===== src/rtl/gray_rgb_frame_ctrl.sv =====
`default_nettype none
// ============================================================================
// Module   : gray_rgb_frame_ctrl
// Purpose  : Frame sequencer for the grayscale-to-RGB output stage. It walks
//            the grayscale buffer in raster order and aligns the converter
//            valid strobe to the BRAM read latency. It also writes converter
//            results to the RGB buffer, counts in-flight pixels and reports
//            frame completion and protocol errors.
// Ports    : clk, rst                 - clock, synchronous active-high reset
//            start_i, pause_i         - frame start (IDLE only), issue stall
//            gray_en_o, gray_addr_o   - grayscale BRAM read port
//            conv_valid_o             - converter input strobe
//            conv_done_i, conv_*_i    - converter result handshake and data
//            wr_en_o, wr_addr_o,
//            wr_data_o                - RGB buffer write port, {r,g,b}
//            busy_o, frame_done_o,
//            err_o                    - status (err_o is sticky)
// Revision : 1.0 - initial release
// ============================================================================
module gray_rgb_frame_ctrl #(
    parameter int IMG_W  = 640,
    parameter int IMG_H  = 480,
    parameter int ADDR_W = 19,
    parameter int RD_LAT = 1
) (
    input  logic              clk,
    input  logic              rst,
    input  logic              start_i,
    input  logic              pause_i,
    output logic              gray_en_o,
    output logic [ADDR_W-1:0] gray_addr_o,
    output logic              conv_valid_o,
    input  logic              conv_done_i,
    input  logic [7:0]        conv_r_i,
    input  logic [7:0]        conv_g_i,
    input  logic [7:0]        conv_b_i,
    output logic              wr_en_o,
    output logic [ADDR_W-1:0] wr_addr_o,
    output logic [23:0]       wr_data_o,
    output logic              busy_o,
    output logic              frame_done_o,
    output logic              err_o
);

    localparam int                c_NPIX  = IMG_W * IMG_H;
    localparam logic [ADDR_W-1:0] c_LAST  = ADDR_W'(c_NPIX - 1);
    localparam int                c_OUT_W = $clog2(RD_LAT + 3) + 1;

    typedef enum logic [1:0] {
        S_IDLE  = 2'd0,
        S_RUN   = 2'd1,
        S_DRAIN = 2'd2,
        S_DONE  = 2'd3
    } state_t;

    state_t             r_state;
    logic [ADDR_W-1:0]  r_rd_cnt;
    logic [ADDR_W-1:0]  r_wr_cnt;
    logic [RD_LAT-1:0]  r_vdly;
    logic [c_OUT_W-1:0] r_outstanding;
    logic               r_wr_en;
    logic [ADDR_W-1:0]  r_wr_addr;
    logic [23:0]        r_wr_data;
    logic               r_busy;
    logic               r_frame_done;
    logic               r_err;

    logic               w_issue;
    logic [c_OUT_W-1:0] w_pending;
    logic               w_accept;

    // Issue is decided in the same cycle as pause_i so a pause stalls the
    // very next address without a cycle of skid.
    assign w_issue = (r_state == S_RUN) && !pause_i;

    // The outstanding counter releases a pixel when its write retires, one
    // cycle after the converter answered. Subtracting the write in flight
    // gives the number of pixels still waiting for an answer, which is what
    // decides whether a conv_done_i is legitimate.
    assign w_pending = r_outstanding - {{(c_OUT_W-1){1'b0}}, r_wr_en};
    assign w_accept  = conv_done_i && (w_pending != '0);

    // Valid strobe delay line, RD_LAT stages deep.
    generate
        if (RD_LAT == 1) begin : g_vdly_single
            always_ff @(posedge clk) begin
                if (rst) r_vdly <= '0;
                else     r_vdly <= w_issue;
            end
        end else begin : g_vdly_multi
            always_ff @(posedge clk) begin
                if (rst) r_vdly <= '0;
                else     r_vdly <= {r_vdly[RD_LAT-2:0], w_issue};
            end
        end
    endgenerate

    always_ff @(posedge clk) begin
        if (rst) begin
            r_state       <= S_IDLE;
            r_rd_cnt      <= '0;
            r_wr_cnt      <= '0;
            r_outstanding <= '0;
            r_wr_en       <= 1'b0;
            r_wr_addr     <= '0;
            r_wr_data     <= '0;
            r_busy        <= 1'b0;
            r_frame_done  <= 1'b0;
            r_err         <= 1'b0;
        end else begin
            // Write stage
            r_wr_en <= w_accept;
            if (w_accept) begin
                r_wr_addr <= r_wr_cnt;
                r_wr_data <= {conv_r_i, conv_g_i, conv_b_i};
                r_wr_cnt  <= r_wr_cnt + ADDR_W'(1);
            end
            if (conv_done_i && !w_accept) begin
                r_err <= 1'b1;
            end

            r_outstanding <= r_outstanding
                             + {{(c_OUT_W-1){1'b0}}, w_issue}
                             - {{(c_OUT_W-1){1'b0}}, r_wr_en};

            // Frame sequencing
            case (r_state)
                S_IDLE: begin
                    if (start_i) begin
                        r_state  <= S_RUN;
                        r_rd_cnt <= '0;
                        r_wr_cnt <= '0;
                        r_busy   <= 1'b1;
                    end
                end
                S_RUN: begin
                    if (w_issue) begin
                        r_rd_cnt <= r_rd_cnt + ADDR_W'(1);
                        if (r_rd_cnt == c_LAST) begin
                            r_state <= S_DRAIN;
                        end
                    end
                end
                S_DRAIN: begin
                    if (r_outstanding == '0) begin
                        r_state      <= S_DONE;
                        r_busy       <= 1'b0;
                        r_frame_done <= 1'b1;
                    end
                end
                S_DONE: begin
                    r_state      <= S_IDLE;
                    r_frame_done <= 1'b0;
                end
                default: begin
                    r_state <= S_IDLE;
                end
            endcase
        end
    end

    assign gray_en_o    = w_issue;
    assign gray_addr_o  = r_rd_cnt;
    assign conv_valid_o = r_vdly[RD_LAT-1];
    assign wr_en_o      = r_wr_en;
    assign wr_addr_o    = r_wr_addr;
    assign wr_data_o    = r_wr_data;
    assign busy_o       = r_busy;
    assign frame_done_o = r_frame_done;
    assign err_o        = r_err;

endmodule
`default_nettype wire


===== config.mk =====
export PLATFORM = sky130hd
export DESIGN_NAME = gray_rgb_frame_ctrl
export DESIGN_NICKNAME = d
export VERILOG_FILES = /design/src/rtl/gray_rgb_frame_ctrl.sv
export SDC_FILE = /design/constraint.sdc
export NUM_CORES = 1
export LEC_CHECK = 0
export ABC_AREA = 1
export BUFFER_PORTS_ARGS = -buffer_cell sky130_fd_sc_hd__buf_4
export CORE_MARGIN = 4
export CORE_UTILIZATION = 58
export DETAILED_ROUTE_END_ITERATION = 12
export PLACE_DENSITY = 0.85
export RECOVER_POWER = 100
export SLEW_MARGIN = 10
export SYNTH_ARGS = -nofsm -noshare
export SYNTH_HDL_FRONTEND = slang
export SYNTH_SLANG_ARGS = --single-unit

===== constraint.sdc =====
create_clock -name clk -period 3.6 [get_ports clk]
set_clock_uncertainty 0.15 [all_clocks]
set_input_delay 0.36 -clock clk [delete_from_list [all_inputs] [get_ports clk]]
set_output_delay 0.36 -clock clk [all_outputs]
set_load 0.005 [all_outputs]

==> results.toml <==
[run_status]
status = "completed"

[clock_network]
post_cts_hold_buffer_count = 0
worstSkewPairLatency_ps = 360
post_cts_buffers = 0
cts_tree = "done"
cts_made_buffers = 9
root_buffer = "clkbuf_8"
clk_path_buf_depth = 2
cts.clk_slew.worst_paths_ps = 90
post_cts_resized = 0
htreeDepth = 3
cts_sinks = 91

[final_layout]
final_core_util_pct = 72.9
antennaDiodeCount = 0
finalInstanceArea_um2 = 5060
syn_to_final_growth_pct = 19.3
drive_above_1_share_pct = 18.6
nets = 708

[setup_path]
cp_max_fo = 58
worstSetupPathType = "reg -> reg"
rr_worst_depth = 9
cp-start-kind = "register"
worstPathRequired_ps = 3740
cp.arrival_ps = 2930
worstSetupEndpointType = "register"

[floorplan]
die_w_um = 93.5
ios = 97
initial_core_util_pct = 61.1
floorplan.die.height_um = 93.5
core_area_um2 = 6940
die_area_um2 = 8750
row_count = 30

[sta]
timing.final.crit_share_pct = 77.5
rsz0062_at_grt = "no"
setup_tns_ps = 0
hold_viol = 0
fin_crit_ps = 2790
slew_headroom_pct = 25.0
fin_hold_ws_ps = 29.1
worst_pin_slew_ps = 1120
max_freq_mhz = 358
setup_violations = 0
drv_slew = 0

[detailed_routing]
drt_wl_total_um = 9790
drc = 0
route.vias.total = 3971
wl_per_cell_um = 12.7
ant_nets = 0
via_per_inst = 5.17
dr.pass1.iters = 4
drt_iter0_drc = 140

[synth]
syn_area_um2 = 4240
yosysSeqAreaShare_pct = 42.9
postSynthAreaPerCell_um2 = 7.34
synth-seq-cells = 91
syn_nets = 619
ys_types = 32
netlist_instances = 578
yosys_warnings = 0

[grt]
grt_pass1_wl_um = 16500
grt_max_degree = 59
grt_pass1_vias = 3872
grt.overflow.total = 0
grt_use_total_pct = 23.2
antenna_found_initial = 0

[placed_design]
io_buffers = 96
placed_area_um2 = 4970
gpl.final_weighted_congestion = 0.958
place_hpwl_um = 7230

[hold_path]
hold_path_class = "in -> reg"
hold_depth = 2

[power_and_ir_drop]
ir_worst_vdd_mv = 0.403
p_leak_nw = 2.10
powerDensity_nw_per_um2 = 712
fin_total_pwr_w = 0.00360

[run]
maxCapViolCount = 0
-- power by group --
part	switching, W	leakage (nW)	internal (W)
registers	0.000161	0.743	0.00129
logic	0.000875	1.26	0.000576
clock network	0.000372	0.0998	0.000326
total	0.00141	2.10	0.00219
-- area by class of cell --
class	instances	area [µm²]
clock inverters	7	77.6
inverters	63	236
multi-input cells	405	2000
clock buffers	9	124
well taps	96	120
fillers	549	1880
repair buffers	97	683
flip-flops and latches	91	1820
-- placed cells by master (no fill, tap or decap) --
master,synthesis,final
a211oi_1,1,1
a21oi_1,34,34
a31oi_1,1,1
and2_0,1,1
buf_4,0,27
bufinv_16,0,1
clkbuf_1,6,12
clkbuf_4,0,58
clkbuf_8,0,9
clkinv_2,0,1
clkinv_4,0,3
clkinvlp_4,0,1
dfxtp_1,91,91
fa_1,1,1
ha_1,11,11
inv_1,57,58
inv_2,6,5
inv_6,0,1
nand2_1,82,84
nand2_2,8,6
nand2_4,1,1
nand3_1,25,26
nand3_2,1,1
nand3_4,2,1
nand3b_1,0,1
nand4_1,7,8
nor2_1,131,137
nor2_2,10,6
nor2_4,4,2
nor2_8,1,1
nor3_1,8,9
nor3_2,2,1
nor3b_1,1,1
o21ai_0,55,55
o21bai_1,1,1
xnor2_1,5,5
xor2_1,10,10
-- logic make-up after synthesis --
logic type,count (synthesis),share of synthesized area (%)
and+or+nand+nor,286,30.9
AOI/OAI and AO/OA,92,11.0
DFF,91,42.9
buffers and inverters,82,8.38
xor gates and xnor gates,15,3.10
adders and majority gates,12,3.72
-- sequential cells by signal, indices dropped and copies added (netlist names) --
| name | cells |
|---|---|
| wr_addr_o | 19 |
| r_outstanding | 3 |
| busy_o | 1 |
| r_state | 2 |
| conv_valid_o | 1 |
| r_wr_cnt | 19 |
| gray_addr_o | 19 |
| wr_data_o | 24 |
| frame_done_o | 1 |
| err_o | 1 |
| wr_en_o | 1 |
-- Yosys cell counts --
| library cell | number | area [µm²] |
|---|---|---|
| nand3_4 | 2 | 35.0 |
| a21oi_1 | 34 | 170 |
| inv_2 | 6 | 22.5 |
| and2_0 | 1 | 6.26 |
| nor2_4 | 4 | 45.0 |
| ha_1 | 11 | 138 |
| nand2_1 | 82 | 308 |
| nor2_8 | 1 | 20.0 |
| nand4_1 | 7 | 43.8 |
| nor3_1 | 8 | 40.0 |
| inv_1 | 57 | 214 |
| nor3_2 | 2 | 20.0 |
| o21bai_1 | 1 | 7.51 |
| nand3_2 | 1 | 10.0 |
| xor2_1 | 10 | 87.6 |
| nand2_4 | 1 | 11.3 |
| fa_1 | 1 | 20.0 |
| nor3b_1 | 1 | 7.51 |
| nand2_2 | 8 | 50.1 |
| buf_6 | 5 | 56.3 |
| a31oi_1 | 1 | 6.26 |
| xnor2_1 | 5 | 43.8 |
| buf_2 | 8 | 40.0 |
| nand3_1 | 25 | 125 |
| nand3b_4 | 1 | 20.0 |
| a211oi_1 | 1 | 7.51 |
| nor2_2 | 10 | 62.6 |
| nor2_1 | 131 | 492 |
| o21ai_0 | 55 | 275 |
| clkbuf_1 | 6 | 22.5 |
| dfxtp_1 | 91 | 1820 |
| nand4_2 | 1 | 12.5 |
-- worst max-delay path, cell delays in order, from the launching register on --
cell	delay, ps
dfxtp_1	320
inv_1	70
ha_1	180
ha_1	260
nand2_1	50
nand3b_1	200
nand2_4	290
inv_2	780
o21ai_0	210
a21oi_1	180
-- per-layer routing --
layer | global-route usage, % | routed length [µm]
met3 | 5.55 | 570
met4 | 10.4 | 211
met1 | 26.1 | 4090
met5 | 0 | 0
met2 | 41.3 | 4910
-- final timing paths --
path,slack [ps],start,end
hold reg to reg,310,frame_done_o,frame_done_o
hold / removal,30,pause_i,conv_valid_o
setup reg to reg,810,r_outstanding[0],wr_addr_o[18]
setup / recovery,810,r_outstanding[0],wr_addr_o[18]
-- through the flow --
stage | worst slack, ps | instances
finish | 809 | 768
global route | 581 | 768
CTS | 891 | 768
detailed placement | 911 | 752
global placement | 978 | 752
floorplan | 1820 | 578
Power figures use the tool's default switching activity.
